--- src/rtl/uart_pkg.sv ---
// Shared UART constants and the baud divisor helper used by the baud
// generator and the UART register block.
package uart_pkg;
  localparam int UART_CNT_W   = 16;
  localparam int UART_DIV_MIN = 16;

  function automatic int unsigned baud_div(input int unsigned clk_hz, input int unsigned baud);
    return clk_hz / baud;
  endfunction
endpackage

--- src/rtl/baud_chan.sv ---
// One baud tick channel: bit-period counter, active divisor and registered tick.
// MID=0 ticks at end of bit, MID=1 at mid-bit.
module baud_chan
  import uart_pkg::*;
#(
  parameter int               CNT_W   = UART_CNT_W,
  parameter bit               MID     = 1'b0,
  parameter logic [CNT_W-1:0] RST_DIV = '0
) (
  input  logic             clk,
  input  logic             rst_n,
  input  logic             en,
  input  logic [CNT_W-1:0] pend_div,
  input  logic             pend_vld,
  output logic             tick,
  output logic             adopt
);
  logic [CNT_W-1:0] cnt, act_div, cmp;
  logic             wrap;

  assign wrap  = (cnt == act_div - CNT_W'(1));
  assign cmp   = MID ? (act_div >> 1) : (act_div - CNT_W'(1));
  // A disabled channel tracks the pending divisor every cycle.
  assign adopt = !en || wrap;

  always_ff @(posedge clk) begin
    if (!rst_n) begin
      cnt     <= '0;
      act_div <= RST_DIV;
      tick    <= 1'b0;
    end else if (!en) begin
      cnt     <= '0;
      act_div <= pend_div;
      tick    <= 1'b0;
    end else begin
      tick <= (cnt == cmp);
      if (wrap) begin
        cnt <= '0;
        if (pend_vld) act_div <= pend_div;
      end else begin
        cnt <= cnt + CNT_W'(1);
      end
    end
  end
endmodule

--- src/rtl/uart_baud_gen.sv ---
// Two-channel programmable baud tick generator (TX end-of-bit, RX mid-bit).
// New divisors are held pending until each channel reaches a bit boundary.
module uart_baud_gen
  import uart_pkg::*;
#(
  parameter int unsigned CLK_HZ       = 50_000_000,
  parameter int unsigned DEFAULT_BAUD = 9600,
  parameter int          CNT_W        = UART_CNT_W,
  parameter int          DIV_MIN      = UART_DIV_MIN
) (
  input  logic             clk,
  input  logic             rst_n,
  input  logic [CNT_W-1:0] div_in,
  input  logic             div_load,
  output logic             div_err,
  output logic             div_pending,
  input  logic             tx_en,
  output logic             tx_tick,
  input  logic             rx_en,
  output logic             rx_tick
);
  localparam int               NUM_CH    = 2;
  localparam logic [CNT_W-1:0] RST_DIV   = CNT_W'(baud_div(CLK_HZ, DEFAULT_BAUD));
  localparam logic [CNT_W-1:0] DIV_MIN_C = CNT_W'(DIV_MIN);

  logic [CNT_W-1:0]  pend_div;
  logic [NUM_CH-1:0] en, tick, adopt, adopted, adopted_nx;
  logic              legal;

  assign en         = {rx_en, tx_en};
  assign tx_tick    = tick[0];
  assign rx_tick    = tick[1];
  assign legal      = (div_in >= DIV_MIN_C);
  assign adopted_nx = adopted | adopt;

  for (genvar g = 0; g < NUM_CH; g++) begin : g_chan
    baud_chan #(
      .CNT_W  (CNT_W),
      .MID    (g == 1),
      .RST_DIV(RST_DIV)
    ) u_chan (
      .clk     (clk),
      .rst_n   (rst_n),
      .en      (en[g]),
      .pend_div(pend_div),
      .pend_vld(div_pending),
      .tick    (tick[g]),
      .adopt   (adopt[g])
    );
  end

  // A fresh load restarts adoption tracking; an adoption on the load edge
  // itself saw the old value and does not count.
  always_ff @(posedge clk) begin
    if (!rst_n) begin
      pend_div    <= RST_DIV;
      div_pending <= 1'b0;
      div_err     <= 1'b0;
      adopted     <= '0;
    end else begin
      div_err <= div_load && !legal;
      if (div_load && legal) begin
        pend_div    <= div_in;
        div_pending <= 1'b1;
        adopted     <= '0;
      end else if (div_pending) begin
        adopted <= adopted_nx;
        if (&adopted_nx) div_pending <= 1'b0;
      end
    end
  end
endmodule

--- config.mk ---
export PLATFORM = sky130hd
export DESIGN_NAME = uart_baud_gen
export DESIGN_NICKNAME = d
export VERILOG_FILES = /design/src/rtl/uart_pkg.sv /design/src/rtl/baud_chan.sv /design/src/rtl/uart_baud_gen.sv
export SDC_FILE = /design/constraint.sdc
export NUM_CORES = 1
export LEC_CHECK = 0
export BUFFER_PORTS_ARGS = -buffer_cell sky130_fd_sc_hd__clkbuf_2
export CAP_MARGIN = 20
export CORE_ASPECT_RATIO = 0.7
export CORE_MARGIN = 1.5
export CORE_UTILIZATION = 40
export CTS_CLUSTER_DIAMETER = 120
export DETAILED_ROUTE_END_ITERATION = 12
export PLACE_DENSITY = 0.63
export SLEW_MARGIN = 20
export SYNTH_ARGS = -nofsm -noshare
export SYNTH_HDL_FRONTEND = slang
export SYNTH_SLANG_ARGS = --single-unit
export TNS_END_PERCENT = 50
--- constraint.sdc ---
create_clock -name clk -period 5.2 [get_ports clk]
set_input_delay 0 -clock clk [delete_from_list [all_inputs] [get_ports clk]]
set_output_delay 0 -clock clk [all_outputs]
set_load 0.01 [all_outputs]
==> results.md <==
* Status: finished clean
* Setup violators final at 0
* Effective utilization at floorplan at 0.4163
* Slowest-stage cell, CP: a2111oi_0
* Pin count of the biggest net entering global routing at 66
* Buffer and inverter count on the worst path at 1
* Max-Slew Margin vs Limit at 0.4540
* Area growth from synthesis to layout at 14.88%
* Area of combinational cells with multiple inputs at 2704 um^2
* Setup clock skew after layout at approximately 0.0068 ns
* Number of pins exceeding their max-slew limit in the final report at 0
* Worst vdd rail ir drop at roughly 0.00019 V
* Clock-pin transition on the worst setup and hold timing paths at ~0.070 ns
* Clock latency on the worst-skew pair at roughly 0.35 ns
* Number of iterations in the first detailed-routing pass at 5
* Height of the die at 93.05 um
* Library cell occupying the most area in the post-synthesis netlist: dfxtp_1
* Vias after detailed routing at between 4000 and 5000
* Distinct cell type count after synthesis at between 60 and 70
* Total negative setup slack at 0 ns
* Routability cong. at about 0.9
* Final hold slack at about 0.032 ns
* Critical path start-end classification: flop to flop
* Number of nets in the final layout at ~620
* DR DRC count at 0
* Post-synthesis sequential area ratio at 0.3716
* Class of the most critical hold timing path: input port to flop
* Post-Place Cell Area at around 4800 um^2
* ANT nets after route at 0
* Cts bufs inserted at 9
* 1st-iter DRT viols at about 300
* First-pass GRT wire length at just over 20000 um
* Count of yosys warnings during synthesis at 0
* Half-perimeter wire length of the detailed placement result at 8892 um
* Final Critical Period at between 3 and 4 ns
* Global routing usage summed across all routing layers at 0.2092
* Required time reported for the critical path endpoint at 5.41 ns
* Root buf cell: clkbuf_16
* Post-Syn Area per Cell at between 8 and 9 um^2
* Worst reg-to-reg setup slack at 1.51 ns
* Share of layout cells above drive strength 1 at 0.09060
* Worst-case hold path end point: pend_div[13]$_SDFFE_PN0P_
* Number of setup buffers added after CTS at 0
* Die outline area at between 10000 and 15000 um^2
* Net switching fraction of the power at 0.2509
* Crit path capture type: flop
* Most frequently used flop master after synthesis: dfxtp_1
* Total count of hold-check failures in the final report at 0
* TritonCTS clock tree: built
* Maximum root-to-sink buffer count at 2
* Post-route cell area at roughly 5300 um^2
* Via count of the first global-routing pass at 3823
* Element type at the critical path start: flop
* Syn nets at roughly 600
* Chain of cells forming the critical path: inv_1 > ha_1 > or3b_1 > nor4_1 > o21ai_0 > a2111oi_0 > o2111ai_2 > o21ai_4 > mux2i_1 > nand2_1
* IO Pins at 25
* Routed Wire Length at roughly 12000 um
* Port bufs at 24
* R2r startpoint: g_chan[0].u_chan.act_div[0]$_SDFFE_PN0P_
* Final-layout fill cell count at 1105
* Width of the chip at between 100 and 150 um
* Antenna Diode Count at 0
* Cell area after synthesis at ~4600 um^2
* CP top delay family: compound AO/OA/AOI/OAI gates
* Fraction of post-synthesis cell area in the top cell type by area at 0.3716
* Source of the worst hold timing path: div_load
* Clock H-tree levels at 3
* Seq pwr share at 0.458
* Count of flip-flops with a built-in enable after synthesis at 0
* Sequential cell area at 1722 um^2
* Worst hold stages at 3
* Actual slew at the worst max-slew pin at 0.8115 ns
* Internal power at 1.159 mW
* Total leakage power at ~1.9 nW
* Number of sinks handled by clock tree synthesis at 86
* Stage delay of the slowest cell on the critical path at just under 0.7 ns
* Total gr overflow at 0
* Arr. time, crit path at between 3 and 4 ns
* # rows at 32
* Initial antenna violation count at 0
* PD cells at 290.7 nW/um^2
* Count of state elements after synthesis at between 80 and 90
* Comb power frac at 0.081
* Max Fanout on Critical Path at 27
* Number of cells on the worst reg-to-reg path at 10
* Max Cap Violations at 0
* Average vias per placed instance at between 5 and 6
* Share of the cycle needed by the critical path after routing at 0.7101
* Core Area at 11130 um^2
* Core utilization of the finished layout at 0.4782
* CTS resizes at 0
* Routed length per placed instance at 16.26 um
* Async set-reset flop share out of synthesis at 0
* Clock network fraction of design power at 0.461
* Critical register-to-register path endpoint: g_chan[0].u_chan.act_div[6]$_SDFFE_PN1P_
* RSZ-0062 raised after global routing: no
* Instance count of the mapped netlist at approximately 570
* Psw at around 390 uW
* Dominant cells by area after synthesis: dfxtp_1 (37%), xnor2_1 (8.9%), nand2_1 (6.3%), xor2_1 (6.0%), nand3_1 (5.0%)
* Achievable Freq at between 200 and 300 MHz
-- worst register-to-register path: stages (launching register included) --
cell and delay, ns:
dfxtp_1 0.36, inv_1 0.10, ha_1 0.32, or3b_1 0.49
nor4_1 0.20, o21ai_0 0.15, a2111oi_0 0.69, o2111ai_2 0.30
o21ai_4 0.62, mux2i_1 0.26, nand2_1 0.07
-- cell usage after synthesis, types with 13 or more instances --
cell type,number
dfxtp_1,86
nand2_1,78
clkbuf_1,26
a21oi_1,22
xnor2_1,47
xor2_1,32
nor4_1,16
nor3_1,14
nand3_1,46
o21ai_0,24
inv_1,13
nor2_1,48
-- layer usage --
| metal | vias up | GRT usage | part of all wire |
|---|---|---|---|
| met5 | - | 0 | 0 |
| met3 | 19 | 0.05257 | 0.081 |
| met2 | 153 | 0.2917 | 0.39 |
| met4 | 0 | 0.07593 | 0.017 |
| met1 | 1953 | 0.3075 | 0.52 |
| li1 | 2041 | - | - |
-- flip-flops by register name (all words and copies together) (netlist names) --
signal and flops:
g_chan.u_chan.act_div 32, g_chan.u_chan.cnt 32, pend_div 16, adopted 2
g_chan.u_chan.tick 2, div_err 1, div_pending 1
-- worst max path at each step --
stage,from,end,slack (ns),cells after the start
after global routing,g_chan[0].u_chan.act_div[0]$_SDFFE_PN0P_,g_chan[0].u_chan.act_div[10]$_SDFFE_PN1P_,1.22,10
after CTS,g_chan[0].u_chan.act_div[0]$_SDFFE_PN0P_,g_chan[0].u_chan.act_div[6]$_SDFFE_PN1P_,1.56,10
after global placement,g_chan[1].u_chan.act_div[0]$_SDFFE_PN0P_,g_chan[1].u_chan.act_div[3]$_SDFFE_PN1P_,1.83,10
final,g_chan[0].u_chan.act_div[0]$_SDFFE_PN0P_,g_chan[0].u_chan.act_div[6]$_SDFFE_PN1P_,1.51,10
after detailed placement,g_chan[0].u_chan.act_div[0]$_SDFFE_PN0P_,g_chan[0].u_chan.act_div[6]$_SDFFE_PN1P_,1.57,10
after floorplan,g_chan[0].u_chan.act_div[0]$_SDFFE_PN0P_,g_chan[0].u_chan.act_div[10]$_SDFFE_PN1P_,2.35,12
-- layout make-up --
class,instances,area share
Multi-Input combinational cell,436,0.5080
Clock inverter,7,0.01951
Clock buffer,9,0.04231
Inverter,13,0.009168
Sequential cell,86,0.3235
Timing Repair Buffer,45,0.06159
Tap cell,153,0.03597
-- cells in the final DEF, fill, tap and decap left out, drive strengths merged, types with 3 or more instances in the layout --
master        n
a31oi         4
dfxtp        86
xor2         32
nor4         17
inv          16
mux2i        12
or3           4
and3         10
ha            4
a21oi        22
nor2         48
o31ai         4
o21ai        26
clkbuf       33
and2          3
nand2        78
nor3b         3
a211oi        3
dlygate4sd3  20
nor3         14
o31a          3
nand4        12
nand3        46
xnor2        47
nor2b         5
or4           5
-- stage by stage --
stage / setup WS [ns] / instances / power (mW)
after detailed placement: 1.572 / 713 / 0.8336
final: 1.507 / 749 / 1.547
after global routing: 1.218 / 749 / 1.604
after CTS: 1.557 / 749 / 1.561
after floorplan: 2.348 / 573 / 0.7969
after global placement: 1.834 / 713 / 0.8317
-- kinds of logic (layout without fill, tap and decap cells) --
group / after synthesis / in the layout / synth area share
adders and majority gates: 4 / 4 / 0.01080
AOI/OAI and AO/OA: 87 / 87 / 0.1277
muxes: 12 / 12 / 0.02593
DFF: 86 / 86 / 0.3716
buffers and inverters: 51 / 74 / 0.04672
and+or+nand+nor: 254 / 254 / 0.2679
xor gates and xnor gates: 79 / 79 / 0.1493
-- power groups by stage --
stage          Clock, mW  Combinational (mW)  Sequential (mW)
2_1_floorplan          0              0.0902            0.707
3_3_place_gp           0               0.110            0.722
3_5_place_dp           0               0.111            0.722
4_1_cts            0.731               0.123            0.707
5_1_grt            0.754               0.139            0.711
6_report           0.713               0.125            0.709
-- what timing repair did --
| action | CTS | global route |
|---|---|---|
| endpoints found under the hold margin | 19 | 0 |
| hold buffers | 20 | 0 |
| endpoints found under the setup margin | 0 | 0 |
Note: power is estimated with default switching activity, not from simulation.
